### config.mk
export PLATFORM = sky130hd
export DESIGN_NAME = axi_read_master
export DESIGN_NICKNAME = d
export VERILOG_FILES = /design/src/rtl/axi_master_pkg.sv /design/src/rtl/axi_beat_tracker.sv /design/src/rtl/axi_read_master.sv
export SDC_FILE = /design/constraint.sdc
export NUM_CORES = 1
export LEC_CHECK = 0
export CAP_MARGIN = 20
export CORE_MARGIN = 1.5
export CORE_UTILIZATION = 35
export DETAILED_ROUTE_END_ITERATION = 7
export PLACE_DENSITY = 0.75
export SLEW_MARGIN = 20
export SYNTH_ARGS = -nofsm -noshare
export SYNTH_HDL_FRONTEND = slang
export SYNTH_HIERARCHICAL = 1
export SYNTH_SLANG_ARGS = --single-unit
### constraint.sdc
create_clock -name ACLK -period 3.15 [get_ports ACLK]
set_input_delay 0.63 -clock ACLK [delete_from_list [all_inputs] [get_ports ACLK]]
set_output_delay 0.63 -clock ACLK [all_outputs]
set_load 0.05 [all_outputs]
### src/rtl/axi_master_pkg.sv
// Shared types and AXI constants for the read-channel initiator and its beat tracker.
package axi_master_pkg;

    typedef enum logic [1:0] {
        IDLE = 2'd0,
        ADDR = 2'd1,
        DATA = 2'd2,
        DONE = 2'd3
    } state_e;

    localparam logic [1:0] AXI_BURST_INCR  = 2'b01;

    localparam logic [1:0] AXI_RESP_OKAY   = 2'b00;
    localparam logic [1:0] AXI_RESP_EXOKAY = 2'b01;
    localparam logic [1:0] AXI_RESP_SLVERR = 2'b10;
    localparam logic [1:0] AXI_RESP_DECERR = 2'b11;

    localparam int ERR_RESP_BIT  = 0;
    localparam int ERR_PROTO_BIT = 1;

    function automatic logic resp_is_error(input logic [1:0] resp);
        return (resp == AXI_RESP_SLVERR) || (resp == AXI_RESP_DECERR);
    endfunction

endpackage

### src/rtl/axi_beat_tracker.sv
// Beat counter plus sticky error flags for one read burst; cleared when a new
// request is accepted and updated on every R handshake.
module axi_beat_tracker
    import axi_master_pkg::*;
#(
    parameter int LEN_BITS = 4
) (
    input  logic                clk,
    input  logic                rst,
    input  logic                clear_i,
    input  logic                beat_i,
    input  logic                last_i,
    input  logic                id_bad_i,
    input  logic                resp_err_i,
    input  logic [LEN_BITS-1:0] len_i,
    output logic [LEN_BITS-1:0] count_o,
    output logic [1:0]          err_o
);

    logic [LEN_BITS-1:0] count_q, count_d;
    logic [1:0]          err_q, err_d;
    logic                at_len;

    assign at_len = (count_q == len_i);

    always_comb begin
        // NOTE: defaults first so every path assigns and no latch is inferred.
        count_d = count_q;
        err_d   = err_q;
        if (clear_i) begin
            count_d = '0;
            err_d   = '0;
        end else if (beat_i) begin
            count_d = count_q + 1'b1;
            if (resp_err_i) begin
                err_d[ERR_RESP_BIT] = 1'b1;
            end
            // RLAST must coincide exactly with the beat numbered len: early or missing both flag.
            if (id_bad_i || (last_i != at_len)) begin
                err_d[ERR_PROTO_BIT] = 1'b1;
            end
        end
    end

    // NOTE: non-blocking assignments in clocked logic so every register samples pre-edge values.
    always_ff @(posedge clk or posedge rst) begin
        if (rst) begin
            count_q <= '0;
            err_q   <= '0;
        end else begin
            count_q <= count_d;
            err_q   <= err_d;
        end
    end

    assign count_o = count_q;
    assign err_o   = err_q;

endmodule

### src/rtl/axi_read_master.sv
// AXI4 read-channel initiator: one outstanding burst, AR handshake, then R beats
// re-registered towards the client with a done pulse and error summary.
module axi_read_master
    import axi_master_pkg::*;
#(
    parameter int                 ID_BITS   = 4,
    parameter int                 ADDR_BITS = 32,
    parameter int                 DATA_BITS = 32,
    parameter int                 LEN_BITS  = 4,
    parameter logic [ID_BITS-1:0] MASTER_ID = '0
) (
    input  logic                 ACLK,
    input  logic                 ARESET,
    input  logic                 req_valid,
    output logic                 req_ready,
    input  logic [ADDR_BITS-1:0] req_addr,
    input  logic [LEN_BITS-1:0]  req_len,
    input  logic                 beat_stall,
    output logic                 beat_valid,
    output logic [DATA_BITS-1:0] beat_data,
    output logic [LEN_BITS-1:0]  beat_idx,
    output logic                 done,
    output logic [1:0]           err_code,
    output logic [ID_BITS-1:0]   ARID_M,
    output logic [ADDR_BITS-1:0] ARADDR_M,
    output logic [LEN_BITS-1:0]  ARLEN_M,
    output logic [2:0]           ARSIZE_M,
    output logic [1:0]           ARBURST_M,
    output logic                 ARVALID_M,
    input  logic                 ARREADY_M,
    input  logic [ID_BITS-1:0]   RID_M,
    input  logic [DATA_BITS-1:0] RDATA_M,
    input  logic [1:0]           RRESP_M,
    input  logic                 RLAST_M,
    input  logic                 RVALID_M,
    output logic                 RREADY_M
);

    state_e                 state_q, state_d;
    logic [ADDR_BITS-1:0]   addr_q, addr_d;
    logic [LEN_BITS-1:0]    len_q, len_d;
    logic                   beat_valid_q, beat_valid_d;
    logic [DATA_BITS-1:0]   beat_data_q, beat_data_d;
    logic [LEN_BITS-1:0]    beat_idx_q, beat_idx_d;
    logic [LEN_BITS-1:0]    count;
    logic                   accept;
    logic                   r_hs;

    assign accept = (state_q == IDLE) && req_valid;
    assign r_hs   = (state_q == DATA) && RVALID_M && RREADY_M;

    always_ff @(posedge ACLK or posedge ARESET) begin
        if (ARESET) begin
            state_q <= IDLE;
        end else begin
            state_q <= state_d;
        end
    end

    always_comb begin
        state_d = state_q;
        case (state_q)
            IDLE:    if (req_valid)          state_d = ADDR;
            ADDR:    if (ARREADY_M)          state_d = DATA;
            DATA:    if (r_hs && RLAST_M)    state_d = DONE;
            DONE:                            state_d = IDLE;
            default:                         state_d = IDLE;
        endcase
    end

    always_comb begin
        req_ready = 1'b0;
        ARVALID_M = 1'b0;
        RREADY_M  = 1'b0;
        done      = 1'b0;
        case (state_q)
            IDLE:    req_ready = 1'b1;
            ADDR:    ARVALID_M = 1'b1;
            DATA:    RREADY_M  = ~beat_stall;
            DONE:    done      = 1'b1;
            default: ;
        endcase
    end

    always_comb begin
        addr_d       = addr_q;
        len_d        = len_q;
        beat_valid_d = r_hs;
        beat_data_d  = beat_data_q;
        beat_idx_d   = beat_idx_q;
        if (accept) begin
            addr_d = req_addr;
            len_d  = req_len;
        end
        if (r_hs) begin
            beat_data_d = RDATA_M;
            beat_idx_d  = count;
        end
    end

    always_ff @(posedge ACLK or posedge ARESET) begin
        if (ARESET) begin
            addr_q       <= '0;
            len_q        <= '0;
            beat_valid_q <= 1'b0;
            beat_data_q  <= '0;
            beat_idx_q   <= '0;
        end else begin
            addr_q       <= addr_d;
            len_q        <= len_d;
            beat_valid_q <= beat_valid_d;
            beat_data_q  <= beat_data_d;
            beat_idx_q   <= beat_idx_d;
        end
    end

    axi_beat_tracker #(
        .LEN_BITS (LEN_BITS)
    ) u_tracker (
        .clk        (ACLK),
        .rst        (ARESET),
        .clear_i    (accept),
        .beat_i     (r_hs),
        .last_i     (RLAST_M),
        .id_bad_i   (RID_M != MASTER_ID),
        .resp_err_i (resp_is_error(RRESP_M)),
        .len_i      (len_q),
        .count_o    (count),
        .err_o      (err_code)
    );

    assign beat_valid = beat_valid_q;
    assign beat_data  = beat_data_q;
    assign beat_idx   = beat_idx_q;
    assign ARID_M     = MASTER_ID;
    assign ARADDR_M   = addr_q;
    assign ARLEN_M    = len_q;
    assign ARSIZE_M   = 3'($clog2(DATA_BITS / 8));
    assign ARBURST_M  = AXI_BURST_INCR;

endmodule

==> results of run 1 <==
==> cells in the final DEF, fill, tap and decap left out, types with 2 or more instances in the layout <==
| master | Yosys | routed |
|---|---|---|
| nor2b_1 | 2 | 2 |
| nor2_1 | 5 | 5 |
| conb_1 | 2 | 9 |
| dfrtp_1 | 81 | 81 |
| inv_1 | 7 | 6 |
| xor2_1 | 6 | 6 |
| clkdlybuf4s50_1 | 0 | 158 |
| clkbuf_8 | 0 | 10 |
| nand3b_1 | 2 | 2 |
| clkinvlp_4 | 0 | 3 |
| buf_4 | 9 | 2 |
| ha_1 | 5 | 5 |
| buf_12 | 3 | 2 |
| mux2_4 | 29 | 29 |
| mux2_2 | 44 | 44 |
==> path summary, 6_finish.rpt <==
| check | endpoint | slack (ns) | depth (start not counted) | from |
|---|---|---|---|---|
| worst max-delay path | RREADY_M | 0.45 | 4 | state_q[0]$_DFFE_PP0P_ |
| worst min-delay path | ARADDR_M[7]$_DFFE_PP0P_ | 0.51 | 1 | ARADDR_M[7]$_DFFE_PP0P_ |
| worst max register to register | ARADDR_M[8]$_DFFE_PP0P_ | 1.42 | 5 | state_q[0]$_DFFE_PP0P_ |
| worst min register to register | ARADDR_M[7]$_DFFE_PP0P_ | 0.51 | 1 | ARADDR_M[7]$_DFFE_PP0P_ |
| max in group asynchronous | ARADDR_M[31]$_DFFE_PP0P_ | 1.80 | 3 | ARESET |
| min in group asynchronous | u_tracker/err_o[0]$_DFFE_PP0P_ | 0.55 | 2 | ARESET |
==> registers in the layout, summed over array words and instances, names as in the netlist <==
signal and flops:
beat_valid 1, u_tracker/err_o 2, beat_idx 4, u_tracker/count_o 4, state_q 2, beat_data 32
ARADDR_M 32, ARLEN_M 4
==> cell families (layout without fill, tap and decap cells) <==
group,count (synthesis),count (layout),synth area share (%)
AOI/OAI and AO/OA,6,6,1.667
other,2,9,0.2176
muxes,74,74,27.26
adders and majority gates,5,5,1.812
DFF,81,81,58.72
and+or+nand+nor,16,16,2.574
xor gates and xnor gates,7,7,1.776
buffers and inverters,25,185,5.980
==> power groups by stage <==
stage | registers [mW] | logic (mW) | clock network (mW)
final | 1.82 | 3.90 | 0.701
after floorplan | 3.48 | 1.03 | 0
after global placement | 1.81 | 3.89 | 0
after global routing | 1.88 | 4.08 | 0.773
after CTS | 1.82 | 3.94 | 0.733
after detailed placement | 1.84 | 3.93 | 0
==> per-layer routing <==
layer	GRT usage (%)	up-vias
li1	-	1051
met1	17.44	1119
met2	23.48	90
met5	0	-
met3	5.130	8
met4	4.110	0
==> layout make-up <==
type	count	area, um^2
well taps	133	166.4
flip-flops and latches	81	2027
clock buffers	11	141.4
repair buffers	162	1637
inverters	7	27.53
fillers	832	4400
clock inverters	5	40.04
multi-input cells	117	1245
==> results.cfg, run 1 <==
[outcome]
outcome = finished, final reports clean

[timing]
rsz0062_at_grt = false
finalSetupViolCount = 0
max_freq_ghz = 0.3710
slew_headroom_pct = 64.23
tns_ns = 0
post-route-min-period_ns = 2.695
slew_viol_final = 0
hold_viol = 0
setup_ws_ns = 0.4549
hold_ws_ns = 0.5088
skew_ns = 0.009274
worst_slew_pin_slew_ns = 0.5349
final_min_period_over_clock_period_pct = 85.56

[clocking]
cts_buffer_depth = 2
cts_tree = built
root_buffer = clkbuf_8
clock_latency_ns = 0.34
htreeDepth = 3
cts_inserted_buffers = 9
clock-sinks = 81
ctsHoldBuffers = 0
cts.repair.resized = 0
postCtsSetupRepairBufs = 0
clk_pin_slew_worst_paths_ns = 0.09

[finish]
fin_util_pct = 54.56
area_growth_pct = 53.06
nets = 464
fin_cells = 516
n_antenna_cell = 0
drive_above_1_share_pct = 25.07
fin_area_mm2 = 0.005284

[routing]
antenna_left = 0
wl_um = 7473
via_per_inst = 4.395
wl_per_cell_um = 14.48
vias = 2268
drtIter0Drc = 31
drt_pass1_iterations = 4
wl_met3_um = 571
drcViolationCount = 0
highest_layer = met4
drt-met1-wl_um = 3145
met2_length_um = 3688

[critical_path]
cpPeakStageDelay_ns = 0.81
start_kind = flip-flop
cp_top_family = buffers and inverters
endpoint_kind = output pin
critical_path_class = reg2out
crit_required_ns = 2.52
worst_ep_arrival_time_ns = 2.07
worst_path_max_delay_cell = clkdlybuf4s50_1
path_buf_inv = 2
cp_max_fo = 4
cp_cell_sequence = inv_1 -> ha_1 -> nor2b_1 -> clkdlybuf4s50_1

[power_and_ir_drop]
pwr-share-clk_pct = 10.9
ir_worst_vdd_mv = 0.5269
p_leak_nw = 2.355
p_switching_mw = 3.041
power.density_mw_per_mm2 = 1215
p_sw_share_pct = 47.36
internal-power_mw = 3.380
total_power_mw = 6.421
pwr-share-comb_pct = 60.8
p_seq_share_pct = 28.3

[synthesis]
synth.avg_cell_area_um2 = 15.98
synth_top_area_share_pct = 58.72
synth_edf_count = 0
ys_types = 29
synth_area_leaders = dfrtp_1 59%, mux2_2 14%, mux2_4 13%
synthFlopType = dfrtp_1
synth.yosys.seq_area_share_pct = 58.72
synth.largest_area_cell = dfrtp_1
syn_area_mm2 = 0.003452
yosysWarnings = 6
synth-seq-cells = 81
netlist_instances = 216
yosysMostFrequentCell = dfrtp_1
synth-async-reset-ratio_pct = 100.0
synth_common_cells = 81 x dfrtp_1, 44 x mux2_2, 29 x mux2_4

[placement]
port-buffer-count = 158
dp_slack_ns = 0.5321
place.gp.congestion = 0.7243
placed_area_mm2 = 0.005102
dp_cells = 500
dp_hpwl_um = 5570

[global_route]
antenna_found_initial = 0
track_usage_pct = 14.18
grt_pass1_vias = 2349
grt_overflow = 0
grt_max_degree = 37
grt_pass1_wl_um = 11340

[die]
num_io_pins = 169
initial_core_util_pct = 35.65
die_area_mm2 = 0.01047
core_region_area_mm2 = 0.009684
die_y_um = 102.3
num_rows = 36
fp.dieW_um = 102.3

[flow_run]
cap_violations = 0

[min_path]
hp-class = reg2reg
(Power assumes the default switching activity.)
==> inputs of run 2 (changes only) <==
CORE_UTILIZATION = 41   (was 35)
PLACE_DENSITY = 0.85   (was 0.75)
SETUP_SLACK_MARGIN = 0.2   (was unset)
==> run 2 against run 1 <==
Compared with the run above: cell area up 0.21%; flip-flop and latch count unchanged; final cell count is 5.6% lower; combinational power hardly changed; power up 3.3%; sequential power barely moved; largest cell class unchanged; highest routed layer unchanged.
==> results.cfg, run 2 (same netlist as run 1, synthesis figures left out) <==
[global_route]
grt_pass1_vias = 2401
grt_pass1_wl_um = 11620
grt_max_degree = 47
track_usage_pct = 17.22
antenna_found_initial = 0
grt_overflow = 0

[finish]
area_growth_pct = 53.39
fin_cells = 487
final_common_cell = clkdlybuf4s50_1
nets = 463
fin_util_pct = 64.77
drive_above_1_share_pct = 24.61
layout_common_cells = 158 x clkdlybuf4s50_1, 81 x dfrtp_1, 44 x mux2_2, 29 x mux2_4
n_antenna_cell = 0

[critical_path]
cp_max_fo = 4
endpoint_kind = output pin
cp_top_family = buffers and inverters
critical_path_class = reg2out
cpPeakStageDelay_ns = 0.81
start_kind = flip-flop
worst_path_max_delay_cell = clkdlybuf4s50_1
crit_required_ns = 2.52
worst_ep_arrival_time_ns = 2.05
path_buf_inv = 2
cp_cell_sequence = inv_1 -> ha_1 -> nor2b_1 -> clkdlybuf4s50_1

[timing]
finalSetupViolCount = 0
worst_slew_pin_slew_ns = 0.5487
max_freq_ghz = 0.3733
skew_ns = 0.01197
rsz0062_at_grt = false
slew_headroom_pct = 63.30
slew_viol_final = 0
post-route-min-period_ns = 2.679
tns_ns = 0
hold_viol = 0
final_min_period_over_clock_period_pct = 85.05

[routing]
drcViolationCount = 0
wl_um = 7830
vias = 2264
drt_pass1_iterations = 4
wl_per_cell_um = 16.08
drtIter0Drc = 52
via_per_inst = 4.649
antenna_left = 0

[die]
fp.dieW_um = 94.76
num_rows = 33
num_io_pins = 169
initial_core_util_pct = 42.23
die_y_um = 94.76
core_region_area_mm2 = 0.008175
die_area_mm2 = 0.008979

[placement]
place.gp.congestion = 0.7765
dp_cells = 471
port-buffer-count = 158
dp_hpwl_um = 5837

[clocking]
postCtsSetupRepairBufs = 0
cts.repair.resized = 0
htreeDepth = 3
clock_latency_ns = 0.34
clk_pin_slew_worst_paths_ns = 0.08
cts_inserted_buffers = 9
cts_buffer_depth = 2
ctsHoldBuffers = 0
cts_tree = built
clock-sinks = 81
root_buffer = clkbuf_8

[outcome]
outcome = finished, final reports clean

[power_and_ir_drop]
ir_worst_vdd_mv = 0.7027
power.density_mw_per_mm2 = 1252
total_power_mw = 6.630
p_leak_nw = 2.384

[min_path]
hp-class = reg2reg

[flow_run]
cap_violations = 0
run 2: routing by layer:
layer / wire, um / share of wire [%] / vias to the layer above / global-route usage [%]
met5: 0 / 0 / - / 0
met2: 3945 / 50 / 103 / 28.87
met3: 678 / 8.7 / 7 / 6.361
met1: 3102 / 40 / 1110 / 19.66
met4: 104 / 1.3 / 0 / 7.338
li1: - / - / 1044 / -
run 2: through the flow:
stage / hold WS (ns) / cell area, um^2 / setup WS, ns
2_1_floorplan: 0.4210 / 3478 / 0.6100
3_3_place_gp: 0.4866 / 5060 / 0.5370
3_5_place_dp: 0.4920 / 5060 / 0.5303
4_1_cts: 0.5113 / 5295 / 0.4304
5_1_grt: 0.5158 / 5295 / 0.3663
6_report: 0.5065 / 5295 / 0.4710
run 2: report_power, final:
group	leakage, nW	internal (mW)	total, mW	switching [mW]
Clock	0.118	0.528	0.889	0.362
Combinational	1.29	1.52	3.91	2.39
Sequential	0.980	1.54	1.83	0.290
run 2: area by class of cell:
cell class              count  area, um^2
clock inverters             5       103.9
flip-flops and latches     81        2027
repair buffers            161        1629
well taps                 105       131.4
inverters                   7       27.53
fillers                   619        2880
multi-input cells         117        1245
clock buffers              11       131.4
run 2: final timing paths:
path / depth (start not counted) / from / to / slack [ns]
worst max-delay path: 4 / state_q[0]$_DFFE_PP0P_ / RREADY_M / 0.47
worst min-delay path: 1 / ARADDR_M[19]$_DFFE_PP0P_ / ARADDR_M[19]$_DFFE_PP0P_ / 0.51
worst max register to register: 8 / state_q[0]$_DFFE_PP0P_ / u_tracker/count_o[3]$_DFFE_PP0P_ / 1.30
worst min register to register: 1 / ARADDR_M[19]$_DFFE_PP0P_ / ARADDR_M[19]$_DFFE_PP0P_ / 0.51
max in group asynchronous: 3 / ARESET / beat_data[12]$_DFFE_PP0P_ / 1.85
min in group asynchronous: 2 / ARESET / u_tracker/err_o[0]$_DFFE_PP0P_ / 0.56
==> inputs of run 3 (changes only) <==
CTS_CLUSTER_DIAMETER = 60   (was unset)
==> results of run 3 <==
The final DEF is identical to that of run 2; final timing and power are the same.
